## config.mk

```make
export PLATFORM = sky130hd
export DESIGN_NAME = ddr_port_arbiter
export DESIGN_NICKNAME = d
export VERILOG_FILES = /design/src/rtl/ddr_port_arbiter.sv
export SDC_FILE = /design/constraint.sdc
export NUM_CORES = 1
export LEC_CHECK = 0
export BUFFER_PORTS_ARGS = -buffer_cell sky130_fd_sc_hd__buf_2
export CORE_AREA = 3 3 76 78
export CTS_CLUSTER_DIAMETER = 60
export DETAILED_ROUTE_END_ITERATION = 10
export DIE_AREA = 0 0 79 81
export PLACE_DENSITY = 0.84
export SYNTH_ARGS = -nofsm -noshare
export SYNTH_HDL_FRONTEND = slang
export SYNTH_SLANG_ARGS = --single-unit
```

## constraint.sdc

```tcl
create_clock -name clk -period 4.25 [get_ports clk]
set_input_delay 0.6375 -clock clk [delete_from_list [all_inputs] [get_ports clk]]
set_output_delay 0.6375 -clock clk [all_outputs]
set_load 0.05 [all_outputs]
```

## src/rtl/ddr_port_arbiter.sv

```systemverilog
// rtl/ddr_port_arbiter.sv - two-master Avalon-MM arbiter for the shared DDR3 port
//
// Purpose:
//   Shares one DDR controller Avalon-MM slave between two Avalon-MM masters.
//   Grants alternate round-robin.  A grant may be held for up to HOLD_MAX
//   accepted commands while the other master stays idle.  Read responses are
//   steered back to the issuing master through an in-order tag FIFO, because
//   the DDR slave returns reads in issue order.
//
// Ports:
//   clk, reset            clock; synchronous active-high reset
//   m0_*                  master 0 (DRAM read-stream master)
//   m1_*                  master 1 (capture/write-stream or debug master)
//     mN_addr/read/write/writedata   command in
//     mN_waitrequest                 stall out
//     mN_readdata/readdatavalid      routed read response out
//   ddr_*                 DDR controller slave side
//   pending               outstanding read count (0..MAX_PENDING)
//   owner                 current / last grant holder
//   err                   sticky: [0] read+write together, [1] unexpected readdatavalid

module ddr_port_arbiter #(
  parameter int ADDR_W      = 16,
  parameter int DATA_W      = 16,
  parameter int MAX_PENDING = 8,
  parameter int HOLD_MAX    = 4
) (
  input  logic                         clk,
  input  logic                         reset,

  input  logic [ADDR_W-1:0]            m0_addr,
  input  logic                         m0_read,
  input  logic                         m0_write,
  input  logic [DATA_W-1:0]            m0_writedata,
  output logic                         m0_waitrequest,
  output logic [DATA_W-1:0]            m0_readdata,
  output logic                         m0_readdatavalid,

  input  logic [ADDR_W-1:0]            m1_addr,
  input  logic                         m1_read,
  input  logic                         m1_write,
  input  logic [DATA_W-1:0]            m1_writedata,
  output logic                         m1_waitrequest,
  output logic [DATA_W-1:0]            m1_readdata,
  output logic                         m1_readdatavalid,

  output logic [ADDR_W-1:0]            ddr_addr,
  output logic                         ddr_read,
  output logic                         ddr_write,
  output logic [DATA_W-1:0]            ddr_writedata,
  input  logic                         ddr_waitrequest,
  input  logic [DATA_W-1:0]            ddr_readdata,
  input  logic                         ddr_readdatavalid,

  output logic [$clog2(MAX_PENDING):0] pending,
  output logic                         owner,
  output logic [1:0]                   err
);

  localparam int PW = $clog2(MAX_PENDING);   // tag FIFO pointer width
  localparam int CW = PW + 1;                // pending counter width
  localparam int HW = $clog2(HOLD_MAX + 1);  // hold counter width

  typedef enum logic {
    S_IDLE = 1'b0,
    S_OWN  = 1'b1
  } state_t;

  // ---------------------------------------------------------------------------
  // State
  // ---------------------------------------------------------------------------
  state_t          r_state;
  logic            r_owner;
  logic            r_last_served;
  logic [HW-1:0]   r_hold_cnt;
  logic [PW-1:0]   r_wr_ptr;
  logic [PW-1:0]   r_rd_ptr;
  logic [CW-1:0]   r_pending;
  logic [1:0]      r_err;
  logic            r_tag [MAX_PENDING];

  // ---------------------------------------------------------------------------
  // Request decode
  // ---------------------------------------------------------------------------
  logic            w_req0;
  logic            w_req1;
  logic            w_own;
  logic            w_o_read;
  logic            w_o_write;
  logic            w_o_req;
  logic            w_other_req;
  logic [ADDR_W-1:0] w_o_addr;
  logic [DATA_W-1:0] w_o_wdata;

  assign w_req0      = m0_read | m0_write;
  assign w_req1      = m1_read | m1_write;
  assign w_own       = (r_state == S_OWN);
  assign w_o_read    = r_owner ? m1_read      : m0_read;
  assign w_o_write   = r_owner ? m1_write     : m0_write;
  assign w_o_addr    = r_owner ? m1_addr      : m0_addr;
  assign w_o_wdata   = r_owner ? m1_writedata : m0_writedata;
  assign w_o_req     = w_o_read | w_o_write;
  assign w_other_req = r_owner ? w_req0 : w_req1;

  // ---------------------------------------------------------------------------
  // Command path (combinational while a grant is held)
  // ---------------------------------------------------------------------------
  logic            w_full;
  logic            w_empty;
  logic            w_rd_block;
  logic            w_accept;
  logic            w_push;
  logic            w_pop;
  logic            w_head;
  logic [HW-1:0]   w_hold_inc;

  assign w_full     = (r_pending == CW'(MAX_PENDING));
  assign w_empty    = (r_pending == '0);

  // A read issued with no free tag would lose its routing, so the owner is
  // stalled until a response frees an entry.
  assign w_rd_block = w_own & w_o_read & w_full;

  // Read wins when a master raises both strobes; the write is discarded.
  assign ddr_read      = w_own & w_o_read & ~w_full;
  assign ddr_write     = w_own & w_o_write & ~w_o_read;
  assign ddr_addr      = w_own ? w_o_addr  : '0;
  assign ddr_writedata = w_own ? w_o_wdata : '0;

  assign w_accept   = (ddr_read | ddr_write) & ~ddr_waitrequest;
  assign w_push     = w_accept & ddr_read;
  assign w_pop      = ddr_readdatavalid & ~w_empty;
  assign w_head     = r_tag[r_rd_ptr];
  assign w_hold_inc = r_hold_cnt + 1'b1;

  assign m0_waitrequest = (w_own & ~r_owner) ? (ddr_waitrequest | w_rd_block) : 1'b1;
  assign m1_waitrequest = (w_own &  r_owner) ? (ddr_waitrequest | w_rd_block) : 1'b1;

  // ---------------------------------------------------------------------------
  // Response routing: zero latency, steered by the oldest outstanding tag.
  // ---------------------------------------------------------------------------
  assign m0_readdata      = ddr_readdata;
  assign m1_readdata      = ddr_readdata;
  assign m0_readdatavalid = ddr_readdatavalid & ~w_empty & ~w_head;
  assign m1_readdatavalid = ddr_readdatavalid & ~w_empty &  w_head;

  assign pending = r_pending;
  assign owner   = r_owner;
  assign err     = r_err;

  // ---------------------------------------------------------------------------
  // Tag storage: contents need no reset, validity is tracked by r_pending.
  // ---------------------------------------------------------------------------
  always_ff @(posedge clk) begin
    if (w_push) begin
      r_tag[r_wr_ptr] <= r_owner;
    end
  end

  // ---------------------------------------------------------------------------
  // Arbitration FSM, tag pointers, pending count and sticky errors
  // ---------------------------------------------------------------------------
  always_ff @(posedge clk) begin
    if (reset) begin
      r_state       <= S_IDLE;
      r_owner       <= 1'b0;
      r_last_served <= 1'b1;   // master 0 wins the first tie
      r_hold_cnt    <= '0;
      r_wr_ptr      <= '0;
      r_rd_ptr      <= '0;
      r_pending     <= '0;
      r_err         <= 2'b00;
    end else begin
      // Sticky error flags
      if ((m0_read & m0_write) | (m1_read & m1_write)) begin
        r_err[0] <= 1'b1;
      end
      if (ddr_readdatavalid & w_empty) begin
        r_err[1] <= 1'b1;
      end

      // Tag FIFO; MAX_PENDING is a power of two so pointers wrap naturally.
      if (w_push) begin
        r_wr_ptr <= r_wr_ptr + 1'b1;
      end
      if (w_pop) begin
        r_rd_ptr <= r_rd_ptr + 1'b1;
      end
      case ({w_push, w_pop})
        2'b10:   r_pending <= r_pending + 1'b1;
        2'b01:   r_pending <= r_pending - 1'b1;
        default: r_pending <= r_pending;
      endcase

      case (r_state)
        S_IDLE: begin
          r_hold_cnt <= '0;
          if (w_req0 & w_req1) begin
            r_owner <= ~r_last_served;
            r_state <= S_OWN;
          end else if (w_req0) begin
            r_owner <= 1'b0;
            r_state <= S_OWN;
          end else if (w_req1) begin
            r_owner <= 1'b1;
            r_state <= S_OWN;
          end
        end

        S_OWN: begin
          if (w_accept) begin
            // Keep the grant only while the other side is idle and the hold
            // budget is not spent.  If the owner then drops its request the
            // no-accept branch below releases the grant next cycle.
            if (~w_other_req && (w_hold_inc < HW'(HOLD_MAX))) begin
              r_hold_cnt <= w_hold_inc;
            end else begin
              r_state       <= S_IDLE;
              r_last_served <= r_owner;
              r_hold_cnt    <= '0;
            end
          end else if (~w_o_req) begin
            // Owner walked away without a transfer: not counted as served.
            r_state    <= S_IDLE;
            r_hold_cnt <= '0;
          end
        end

        default: begin
          r_state <= S_IDLE;
        end
      endcase
    end
  end

endmodule
```

==> summary by stage <==
Outcome
The flow ran to the end, and the final reports show no timing, DRC or antenna violations.

Placed design
The total cell area at the placement stage is 2650 um^2. The congestion estimate from routability-driven global placement came to 0.829. The number of cells in the design after placement is 394.

The number of port buffers is 116. Prior to clock tree synthesis, the placed netlist has a worst setup slack of 1420 ps. Summed over all nets, the half-perimeter wirelength after detailed placement is 4410 um.

Logic synthesis
Synthesis produced between 200 and 300 cells. Summing the areas of all compound-gate instances in the mapped netlist gives ~8% of the synthesized area. The average instance in the mapped netlist occupies 9.05 um^2. The most instantiated flip-flop cell in the synthesis netlist is sky130_fd_sc_hd__dfxtp_1. The sequential fraction of the synthesis area is approximately 29%. The number of unique standard cell types used by synthesis is 40. The synthesis warning total is 0. Of the total synthesized cell area, the portion taken by AND, OR, NAND and NOR gates is 24.3%. The adder-cell area share of the yosys netlist is around 3.3%. The proportion of netlist area held by the largest area contributor is 18.6%. Ranked by total cell area, the synthesized netlist is headed by sky130_fd_sc_hd__dfxtp_1 19%, sky130_fd_sc_hd__mux2i_1 16%, sky130_fd_sc_hd__buf_4 11%. The portion of synthesized area spent on multiplexers is between 10% and 20%. The post-synthesis cell type with the largest combined area is sky130_fd_sc_hd__dfxtp_1. The proportion of synthesized flip-flops having asynchronous set or reset is 0%. The largest family of logic cells by synthesized area is simple AND/OR/NAND/NOR gates. The xor-xnor portion of the synthesized cell area is roughly 2.7%. The post-synthesis cell area is 2260 um^2.

The cell with the most instances after synthesis is sky130_fd_sc_hd__mux2i_1. Counting instances in the post-synthesis netlist gives the leading cell types as 36 x sky130_fd_sc_hd__mux2i_1, 35 x sky130_fd_sc_hd__nor2b_1, 33 x sky130_fd_sc_hd__buf_4. The net count after synthesis is around 340.

After synthesis the netlist holds a flip-flop and latch count of 29. Counting flops with a built-in enable in the synthesized netlist gives 8.

Detailed routing
The post-route antenna net violation count is 0. In the final routed layout, each cell accounts on average for between 10 and 15 um. The length of the first detailed-routing pass in iterations is 4. For this block, the via count after detailed routing is 2006. After detailed routing, the total wire length is approximately 5600 um. Using the TritonRoute via totals, the vias-per-cell ratio works out to approximately 5. After detailed routing, the number of remaining DRC violations is 0. The count of routing violations after the opening detailed-route iteration is 73.

Setup path
In this run the worst path has a maximum fanout of 8. In this design, the largest share of critical-path delay is due to simple AND/OR/NAND/NOR gates. The arrival time at the worst endpoint is 2730 ps.

The critical path runs through a total of 10 cells. The timing startpoint of the critical path is pending[0]. STA classifies the critical path startpoint as a flip-flop.

The worst stage delay on the critical path is 520 ps. The register-to-register path setup slack is 1730 ps. The endpoint type of the worst setup path is a flip-flop. Traced cell by cell, the critical path runs through nor4b_4, nor3_4, inv_2, ha_1, xor2_1, ha_1, a21oi_1, xor2_1, or3_1, a21oi_1. The master of the slowest instance on the critical path is sky130_fd_sc_hd__nor4b_4. The endpoint required time on the critical path is 4460 ps. The depth of the most critical reg-to-reg path is 10.

The worst setup path is of the reg -> reg kind. The number of buffers and inverters on the critical path is 1. The startpoint identified for the worst register-to-register timing path is pending[0]. The worst register-to-register path ends at pending[2]. The critical path endpoint is pending[2].

Clock network
The number of clock sinks is 29. The longest clock path from root to sink contains 2 buffers. The hold-fix buffer count after cts is 0. After clock tree synthesis, the setup repair step added 0 buffers. The tree is rooted in a sky130_fd_sc_hd__clkbuf_8. The number of gates resized after CTS was 0. The H-tree level count is 2. After clock tree synthesis, the clock-pin slew on the worst setup and hold paths is 60 ps. The CTS tree is built.

Buffers inserted during clock tree synthesis total 5. The clock latency on the worst-skew pair is 280 ps.

Timing
The worst pin sits at a relative slew slack of just under 60%. The final clock skew is 4.52 ps. Setup violations remaining at the end of the flow were counted as 0. The slew of the pin with the lowest slew margin is 632 ps.

Adding up every negative setup slack in the final design gives 0 ps. Setup repair after global routing left no endpoint under its margin. The slack of the critical path is 1730 ps. The hold violation count in the final report is 0. The tightest hold path in the finished design has a slack of 468 ps.

The number of max-slew violations in the final report is 0. The maximum achievable frequency is 397 MHz. The final critical-path share of the clock period is about three fifths.

The shortest clock period the worst path allows after layout is 2520 ps.

Floorplan
The number of rows created at floorplan is 26. For this configuration, the core starts out at a cell density of between 40% and 50%. The die covers 6400 um^2.

The die is 79 um wide. Measured along the y axis, the die boundary spans 81 um. The number of I/O pins is 165. The core outline area is 5140 um^2.

Cells and area
Cells fill ~54% of the core in the end. The final layout contains 425 nets. The share of final-layout standard cells stronger than drive strength 1 is 41.3%. The number of antenna diodes in the final layout is 0. The layout overhead on the synthesized area is 23.1%. Leaving out filler cells and counting taps, the final layout contains 402.

After routing the design area is 2790 um^2.

Global routing
The via count of the first global-routing pass is 2012. Summed over all layers, the global routing overflow is 0. Global routing used 17.5% of the available tracks. The initial antenna violation count is 0. The wire length of the first global-routing pass is 8890 um. The maximum number of pins on one net before global-route repair is 49.

Run
The tool flagged a number of max-cap violations equal to 0.

Power and ir drop
Total power for the finished layout comes to 1.16 mW. The worst-case IR drop observed on VDD is between 0.2 and 0.25 mV. For this design the ratio of total power to cell area is 417 nW/um^2.

The leakage power is 1.25 nW.

Min path
The type of the most critical hold path is reg -> reg.
[worst min path at each step]
| stage | cells after the start | startpoint | end | slack, ps |
|---|---|---|---|---|
| 2_1_floorplan | 1 | r_hold_cnt[1] | r_hold_cnt[1] | 450 |
| 3_3_place_gp | 2 | err[1] | err[1] | 440 |
| 3_5_place_dp | 2 | err[1] | err[1] | 460 |
| 4_1_cts | 2 | err[1] | err[1] | 480 |
| 5_1_grt | 1 | r_hold_cnt[2] | r_hold_cnt[2] | 500 |
| 6_report | 2 | err[1] | err[1] | 470 |
[layer usage]
layer | wire [um] | track usage [%]
met1 | 2140 | 18.5
met2 | 2870 | 31.9
met3 | 489 | 6.98
met4 | 78 | 5.67
met5 | 0 | 0
[report_power, final]
part,leakage (nW),switching [mW],internal (mW)
Clock,0.0681,0.105,0.233
Combinational,0.936,0.309,0.166
Sequential,0.245,0.0377,0.311
Total,1.25,0.452,0.710
[cell families (layout without fill, tap and decap cells)]
logic type               count (synthesis)  after routing
AO/OA/AOI/OAI                           27             27
XOR/XNOR                                 7              7
adder cells (fa/ha/maj)                  6              6
buffers and inverters                   47            129
flip-flops                              29             29
multiplexers                            40             40
AND/OR/NAND/NOR                         94             94
[worst min-delay path: stages, from the launching register on]
cell and delay, ps:
sky130_fd_sc_hd__dfxtp_1 320, sky130_fd_sc_hd__a21oi_1 40, sky130_fd_sc_hd__nor2_1 70
[layout by cell type, fill, tap and decap left out, drive strengths merged, types with 2 or more instances in the layout]
| cell type | netlist | layout |
|---|---|---|
| edfxtp | 8 | 8 |
| bufinv | 0 | 2 |
| nor2b | 35 | 35 |
| or3 | 2 | 2 |
| buf | 38 | 118 |
| a21oi | 9 | 9 |
| mux4 | 2 | 2 |
| nor3b | 5 | 5 |
| nor2 | 18 | 18 |
| nor3 | 8 | 8 |
| xor2 | 4 | 4 |
| nand2b | 6 | 6 |
| clkbuf | 6 | 5 |
| dfxtp | 21 | 21 |
| o21ai | 6 | 6 |
| xnor2 | 3 | 3 |
| nand2 | 10 | 10 |
| mux2 | 2 | 2 |
| mux2i | 36 | 36 |
| and2 | 3 | 3 |
| a221oi | 2 | 2 |
| nor4 | 2 | 2 |
| a32o | 3 | 3 |
| ha | 6 | 6 |
| inv | 3 | 3 |
[cell type report]
type                            instances  area, um^2
Inverter                                3        11.3
Tap cell                               70        87.6
Timing Repair Buffer                  118         596
Fill cell                             481        2350
Multi-Input combinational cell        174        1290
Clock buffer                            5        68.8
Clock inverter                          3        65.1
Sequential cell                        29         662
Power figures use the tool's default switching activity.
